--- config.mk ---
export PLATFORM = sky130hd
export DESIGN_NAME = interboard_msg_queue
export DESIGN_NICKNAME = d
export VERILOG_FILES = /design/src/rtl/interboard_msg_queue.sv
export SDC_FILE = /design/constraint.sdc
export NUM_CORES = 1
export LEC_CHECK = 0
export BUFFER_PORTS_ARGS = -buffer_cell sky130_fd_sc_hd__buf_2
export CAP_MARGIN = 20
export CORE_MARGIN = 1
export CORE_UTILIZATION = 43
export CTS_CLUSTER_SIZE = 30
export DETAILED_ROUTE_END_ITERATION = 10
export SYNTH_ARGS = -nofsm -noshare
export SYNTH_HDL_FRONTEND = slang
export SYNTH_SLANG_ARGS = --single-unit
export TNS_END_PERCENT = 5
--- constraint.sdc ---
create_clock -name clk -period 3.05 [get_ports clk]
set_input_delay 0 -clock clk [delete_from_list [all_inputs] [get_ports clk]]
set_output_delay 0 -clock clk [all_outputs]
set_load 0.03 [all_outputs]
--- src/rtl/interboard_msg_queue.sv ---
// Receive-side FWFT message queue with fill level, sticky overflow and optional duplicate filter.
// Optional feature: define INTERBOARD_DUP_FILTER_EN to drop pushes equal to the last accepted message.
module interboard_msg_queue #(
    parameter int DEPTH = 4,
    parameter int CW    = $clog2(DEPTH) + 1
) (
    input  logic          clk,
    input  logic          rst,
    input  logic          interboard_rst,
    input  logic          interboard_en,
    input  logic [2:0]    interboard_msg_type,
    input  logic [4:0]    interboard_number,
    input  logic          pop,
    input  logic          ovf_clr,
    output logic          out_valid,
    output logic [2:0]    out_msg_type,
    output logic [4:0]    out_number,
    output logic [CW-1:0] count,
    output logic          full,
    output logic          overflow,
    output logic          dup_drop
);
    localparam int AW = $clog2(DEPTH);

    logic [7:0]    mem [DEPTH];
    logic [AW-1:0] wr_ptr;
    logic [AW-1:0] rd_ptr;
    logic [7:0]    wr_data;
    logic          dup_hit;
    logic          push_ok;
    logic          pop_ok;
    logic          lost;

    assign wr_data = {interboard_msg_type, interboard_number};

`ifdef INTERBOARD_DUP_FILTER_EN
    logic [7:0] last_accepted;
    logic       last_vld;

    assign dup_hit = interboard_en && last_vld && (last_accepted == wr_data);

    always_ff @(posedge clk or posedge rst) begin
        if (rst) begin
            last_accepted <= '0;
            last_vld      <= 1'b0;
        end else if (interboard_rst) begin
            last_accepted <= '0;
            last_vld      <= 1'b0;
        end else if (push_ok) begin
            last_accepted <= wr_data;
            last_vld      <= 1'b1;
        end
    end
`else
    assign dup_hit = 1'b0;
`endif

    assign out_valid = (count != '0);
    assign full      = (count == CW'(DEPTH));
    assign pop_ok    = pop && out_valid;
    // A pop on a full queue frees the slot the same cycle, so push may proceed.
    assign push_ok   = interboard_en && !dup_hit && (!full || pop);
    assign lost      = interboard_en && !dup_hit && full && !pop;

    assign out_msg_type = out_valid ? mem[rd_ptr][7:5] : '0;
    assign out_number   = out_valid ? mem[rd_ptr][4:0] : '0;

    always_ff @(posedge clk) begin
        if (!rst && !interboard_rst && push_ok)
            mem[wr_ptr] <= wr_data;
    end

    always_ff @(posedge clk or posedge rst) begin
        if (rst) begin
            wr_ptr   <= '0;
            rd_ptr   <= '0;
            count    <= '0;
            overflow <= 1'b0;
            dup_drop <= 1'b0;
        end else if (interboard_rst) begin
            wr_ptr   <= '0;
            rd_ptr   <= '0;
            count    <= '0;
            overflow <= 1'b0;
            dup_drop <= 1'b0;
        end else begin
            if (push_ok)
                wr_ptr <= wr_ptr + AW'(1);
            if (pop_ok)
                rd_ptr <= rd_ptr + AW'(1);
            if (push_ok && !pop_ok)
                count <= count + CW'(1);
            else if (pop_ok && !push_ok)
                count <= count - CW'(1);
            if (lost)
                overflow <= 1'b1;
            else if (ovf_clr)
                overflow <= 1'b0;
            dup_drop <= dup_hit;
        end
    end
endmodule

# ---- After elaboration in Yosys (flattened, before gate mapping)
# Memories as Yosys holds them, arrays and structs flattened.
# Cells that the tools add are included.
dict set report totals {
  reg_bits 8
  ramBits 32
  input_bits 14
  output_inout_bits 15
  word_cells 44
  memories 1
}
dict set report op_classes {
  n_addsub 4
  eq_ne 1
  n_mux 14
  reduce_logical 20
}
# name words width rd rd_ports_with_merged_regs wr line
set memory_table {}
lappend memory_table {mem 4 8 1 0 1 25} ;# logic [7:0] mem [DEPTH];
# operator count
set op_table {}
lappend op_table {{two-way mux 3 bit} 4}
lappend op_table {{nonzero test 3 bit} 3}
lappend op_table {{logical AND 1 bit} 8}
lappend op_table {{two-way mux 2 bit} 4}
lappend op_table {{zero test 1 bit} 6}
lappend op_table {{two-way mux 1 bit} 5}
lappend op_table {{two-way mux 5 bit} 1}
lappend op_table {{adder 2 x 1 -> 2 bit (second input constant)} 2}
lappend op_table {{nonzero test 2 bit} 2}
lappend op_table {{adder 3 x 1 -> 3 bit (second input constant)} 1}
lappend op_table {{== test 3 bit (second input constant)} 1}
lappend op_table {{subtractor 3 x 1 -> 3 bit (second input constant)} 1}
lappend op_table {{logical OR 1 bit} 1}

# ---- Depth between registers and ports, before layout
dict set report logic_depth {
  depth_word 9
  depth_mapped 7
  depth_no_buf 6
}

# ---- Worst setup path before layout
# OpenSTA, ideal clock, no wires.
dict set report synth_path {
  kind {register -> register}
  start {reg count[0]}
  end {reg count[2]}
  setup_time_ps 137
  arrival_ps 2170
  required_ps 2913
  slack_ps 743
  path_stages_with_launch 8
  synth_period_minus_slack_ps 2307
  cell_sequence {dfrtp_1 > buf_6 > or4b_1 > and3_1 > fa_1 > nand2b_1 > o211ai_1 > a31oi_1}
}
dict set report synth_via {
  elab_chain_len 7
  elab_cells_between_ends 16
  cone_classes {2 x add/sub; 1 x eq/ne; 3 x mux; 10 x reduce/logical}
}
# element line
set synth_rtl {}
lappend synth_rtl {{start: declaration} 18} ;# output logic [CW-1:0] count,
lappend synth_rtl {{start signal: assignment} 92} ;# count <= count + CW'(1);
lappend synth_rtl {{start signal: assignment} 94} ;# count <= count - CW'(1);
lappend synth_rtl {{branches (longest 7 deep; another with subtractor 3 x 1 -> 3 bit)} n/a}
# Several ways; the timed one is not identified. The select of a mux whose other input is x is not followed.
# A chain may end at the register's enable or synchronous reset.

# ---- Worst setup path after layout
dict set report layout_path {
  start {reg count[1]}
  end {reg count[2]}
}
# The elaborated chain is that of the path after synthesis.

==> flow_metrics.env <==
export IMPL_worstPathArrival_ns=2.49
export IMPL_drc_errors=0
export IMPL_via_total_after_detailed_routing=1093
export IMPL_wl_mm=3.20
export IMPL_insertedDiodeCount=0
export IMPL_synthXorXnorAreaFrac_pct=1.44
export IMPL_cts_root_buffer="sky130_fd_sc_hd__clkbuf_8"
export IMPL_clock_skew_ns=0.00386
export IMPL_synth_yosys_seq_area_share_pct=63.6
export IMPL_die_height_um=67.1
export IMPL_worstPathRequired_ns=3.26
export IMPL_netlist_instances=121
export IMPL_multi_input_comb_area_um2=591
export IMPL_fillerInstances=356
export IMPL_peakVddDrop_mv=0.289
export IMPL_highest_count_cells_in_the_layout_ignoring_fill_and_taps="sky130_fd_sc_hd__edfxtp_1 (32), sky130_fd_sc_hd__buf_2 (27), sky130_fd_sc_hd__nor2_1 (12), sky130_fd_sc_hd__and2_1 (9), sky130_fd_sc_hd__dlygate4sd3_1 (9)"
export IMPL_synth_largest_area_cell="sky130_fd_sc_hd__edfxtp_1"
export IMPL_synth_compound_area_share_pct=4.66
export IMPL_antenna_found_initial=0
export IMPL_placeableCoreArea_mm2=0.00403
export IMPL_worst_slew_pin_transition_ns=0.619
export IMPL_synth_top_family_by_area="simple AND/OR/NAND/NOR gates"
export IMPL_fin_crit_share_pct=74.6
export IMPL_hold_buffers=9
export IMPL_post_synthesis_mux_area_share_pct=11.1
export IMPL_clockPowerShare_pct=24.2
export IMPL_synth_ff_latch_count=40
export IMPL_flow_area_growth_from_synthesis_pct=19.3
export IMPL_grt_max_degree=15
export IMPL_syn_nets=140
export IMPL_number_of_cells_on_the_worst_reg_to_reg_path=6
export IMPL_globalRouteOverflowTotal=0
export IMPL_synth_area_leaders="sky130_fd_sc_hd__edfxtp_1 (53%), sky130_fd_sc_hd__dfrtp_1 (11%), sky130_fd_sc_hd__mux4_2 (9.9%), sky130_fd_sc_hd__and2_1 (3.1%), sky130_fd_sc_hd__ha_1 (2.7%)"
export IMPL_fin_setup_tns_ns=0
export IMPL_syn_cell_area_mm2=0.00182
export IMPL_postSynthAreaPerCell_um2=15.1
export IMPL_post_drt_wl_per_cell_um=15.6
export IMPL_clk_pin_slew_worst_paths_ns=0.08
export IMPL_final_hold_viol_count=0
export IMPL_grt_pass1_wl_mm=5.26
export IMPL_timing_final_ws_setup_ns=0.773
export IMPL_drive_gt1_share_pct=28.8
export IMPL_cp_end_kind="flop"
export IMPL_die_area_mm2=0.00451
export IMPL_switching_share_pct=37.6
export IMPL_comb_power_share_pct=36.4
export IMPL_synth_largest_type_area_fraction_pct=52.7
export IMPL_drtIter0Drc=58
export IMPL_initial_standard_cell_utilization_of_the_core_pct=45.3
export IMPL_achievable_frequency_ghz=0.439
export IMPL_vias_per_cell=5.31
export IMPL_synth_lib_cells_used_distinct=34
export IMPL_grt_total_usage_pct=16.9
export IMPL_htree_num_levels=2
export IMPL_hold_class="primary input to flop"
export IMPL_crit_type="flop to flop"
export IMPL_hold_slack_ns=0.0163
export IMPL_cts_tree="done"
export IMPL_crit_fanout=9
export IMPL_setup_viol=0
export IMPL_cts_sinks=40
export IMPL_yosys_warnings=0
export IMPL_floorplan_rows=23
export IMPL_worst_setup_slack_post_dpl_ns=0.805
export IMPL_mostFrequentLayoutCell="sky130_fd_sc_hd__edfxtp_1"
export IMPL_slew_violations=0
export IMPL_relSlewSlack_pct=58.7
export IMPL_register_area_mm2=0.00116
export IMPL_die_w_um=67.1
export IMPL_dp_hpwl_mm=2.19
export IMPL_final_net_count=174
export IMPL_power_density_cell_area_mw_per_mm2=837
export IMPL_drt_antenna_violating_nets=0
export IMPL_detailedRoute_firstPassIterationCount=4
export IMPL_clock_path_buffers=2
export IMPL_internal_power_mw=1.14
export IMPL_floorplan_io_pins=29
export IMPL_synth_adder_area_share_pct=3.84
export IMPL_p_sw_uw=684
export IMPL_number_of_setup_buffers_added_after_cts=0
export IMPL_vias_in_the_first_global_route=1111
export IMPL_power_static_leakage_nw=0.844
export IMPL_ctsResizeCount=0
export IMPL_placement_io_buffers=27
export IMPL_cap_violations=0
export IMPL_yosys_area_share_simple_pct=11.1
export IMPL_rsz0062_at_grt="no"
export IMPL_cts_made_buffers=5
export IMPL_routabilityCongestion=0.783
export IMPL_worst_skew_pair_late_latency_ns=0.29
export IMPL_start_kind="flop"
export IMPL_run_status="completed"
export IMPL_holdPathStages=2
export IMPL_power_share_sequential_pct=39.4
export IMPL_finalCriticalPeriod_ns=2.28
[kinds of logic (layout without fill, tap and decap cells)]
| kind of cell | Yosys count | in the layout |
|---|---|---|
| flops | 40 | 40 |
| compound gates | 12 | 12 |
| buf+inv | 15 | 50 |
| xor+xnor | 3 | 3 |
| fa+ha+maj | 5 | 5 |
| other cells | 1 | 1 |
| mux | 10 | 10 |
| simple gates | 35 | 35 |
[worst paths after layout]
path / from / endpoint / slack, ns
max in group asynchronous: rst / rd_ptr[1] / 2.61
worst max register to register: count[1] / count[2] / 0.77
worst min-delay path: interboard_rst / wr_ptr[0] / 0.02
worst min register to register: wr_ptr[0] / wr_ptr[0] / 0.60
worst max-delay path: count[1] / count[2] / 0.77
min in group asynchronous: rst / wr_ptr[0] / 0.20
[cell type report]
| class | count | area share, % |
|---|---|---|
| clock buffers | 5 | 3.16 |
| flip-flops and latches | 40 | 53.3 |
| inverters | 6 | 1.03 |
| well taps | 50 | 2.87 |
| multi-input cells | 66 | 27.1 |
| repair buffers | 36 | 10.3 |
| clock inverters | 3 | 2.13 |
[worst max-delay path: stages (launching register included)]
cell and delay, ns:
sky130_fd_sc_hd__dfrtp_1 0.47, sky130_fd_sc_hd__or4b_1 0.59, sky130_fd_sc_hd__and3_1 0.21, sky130_fd_sc_hd__fa_1 0.40
sky130_fd_sc_hd__nand2b_1 0.18, sky130_fd_sc_hd__o21bai_1 0.16, sky130_fd_sc_hd__a31oi_1 0.18
[layer usage]
metal  vias to the layer above  routed length, um  GRT usage [%]
li1                        514                  -              -
met1                       544               1440           20.0
met2                        26               1600           28.1
met3                         9                101           4.05
met4                         0                 72           9.57
met5                         -                  0              0
[cell usage after synthesis]
| cell | n |
|---|---|
| sky130_fd_sc_hd__edfxtp_1 | 32 |
| sky130_fd_sc_hd__nor2_1 | 12 |
| sky130_fd_sc_hd__and2_1 | 9 |
| sky130_fd_sc_hd__dfrtp_1 | 8 |
| sky130_fd_sc_hd__mux4_2 | 8 |
| sky130_fd_sc_hd__inv_1 | 6 |
| sky130_fd_sc_hd__and3_1 | 5 |
| sky130_fd_sc_hd__buf_2 | 4 |
| sky130_fd_sc_hd__ha_1 | 4 |
| sky130_fd_sc_hd__a21oi_1 | 3 |
| sky130_fd_sc_hd__clkbuf_1 | 3 |
| sky130_fd_sc_hd__mux2_1 | 2 |
| sky130_fd_sc_hd__nand3_1 | 2 |
| sky130_fd_sc_hd__o21ai_0 | 2 |
| sky130_fd_sc_hd__xor2_1 | 2 |
| sky130_fd_sc_hd__a221oi_2 | 1 |
| sky130_fd_sc_hd__a31oi_1 | 1 |
| sky130_fd_sc_hd__buf_4 | 1 |
| sky130_fd_sc_hd__buf_6 | 1 |
| sky130_fd_sc_hd__conb_1 | 1 |
| sky130_fd_sc_hd__fa_1 | 1 |
| sky130_fd_sc_hd__nand2b_1 | 1 |
| sky130_fd_sc_hd__nand3b_1 | 1 |
| sky130_fd_sc_hd__nand4b_1 | 1 |
| sky130_fd_sc_hd__nor2b_1 | 1 |
| sky130_fd_sc_hd__nor4b_2 | 1 |
| sky130_fd_sc_hd__o211ai_1 | 1 |
| sky130_fd_sc_hd__o21a_1 | 1 |
| sky130_fd_sc_hd__o21bai_1 | 1 |
| sky130_fd_sc_hd__o311ai_0 | 1 |
| sky130_fd_sc_hd__o31ai_1 | 1 |
| sky130_fd_sc_hd__or3_1 | 1 |
| sky130_fd_sc_hd__or4b_1 | 1 |
| sky130_fd_sc_hd__xnor2_1 | 1 |
[sequential cells by signal (all words and copies together) (netlist names)]
| signal | cells |
|---|---|
| wr_ptr | 2 |
| mem | 32 |
| overflow | 1 |
| count | 3 |
| rd_ptr | 2 |
[metrics by stage]
step	cells	instance area, um^2	power [mW]	utilization (%)
6_report	206	2180	1.82	54.0
5_1_grt	206	2180	1.93	54.0
4_1_cts	206	2180	1.84	54.0
3_5_place_dp	189	1970	1.39	48.9
3_3_place_gp	189	1970	1.38	48.9
2_1_floorplan	121	1820	1.24	-
[power by group through the flow]
stage / Clock (mW) / Sequential, mW / Combinational (mW)
after CTS: 0.448 / 0.720 / 0.672
after floorplan: 0 / 0.701 / 0.538
final: 0.441 / 0.717 / 0.664
after global routing: 0.470 / 0.732 / 0.731
after global placement: 0 / 0.727 / 0.655
after detailed placement: 0 / 0.732 / 0.663
Power figures use the tool's default switching activity.
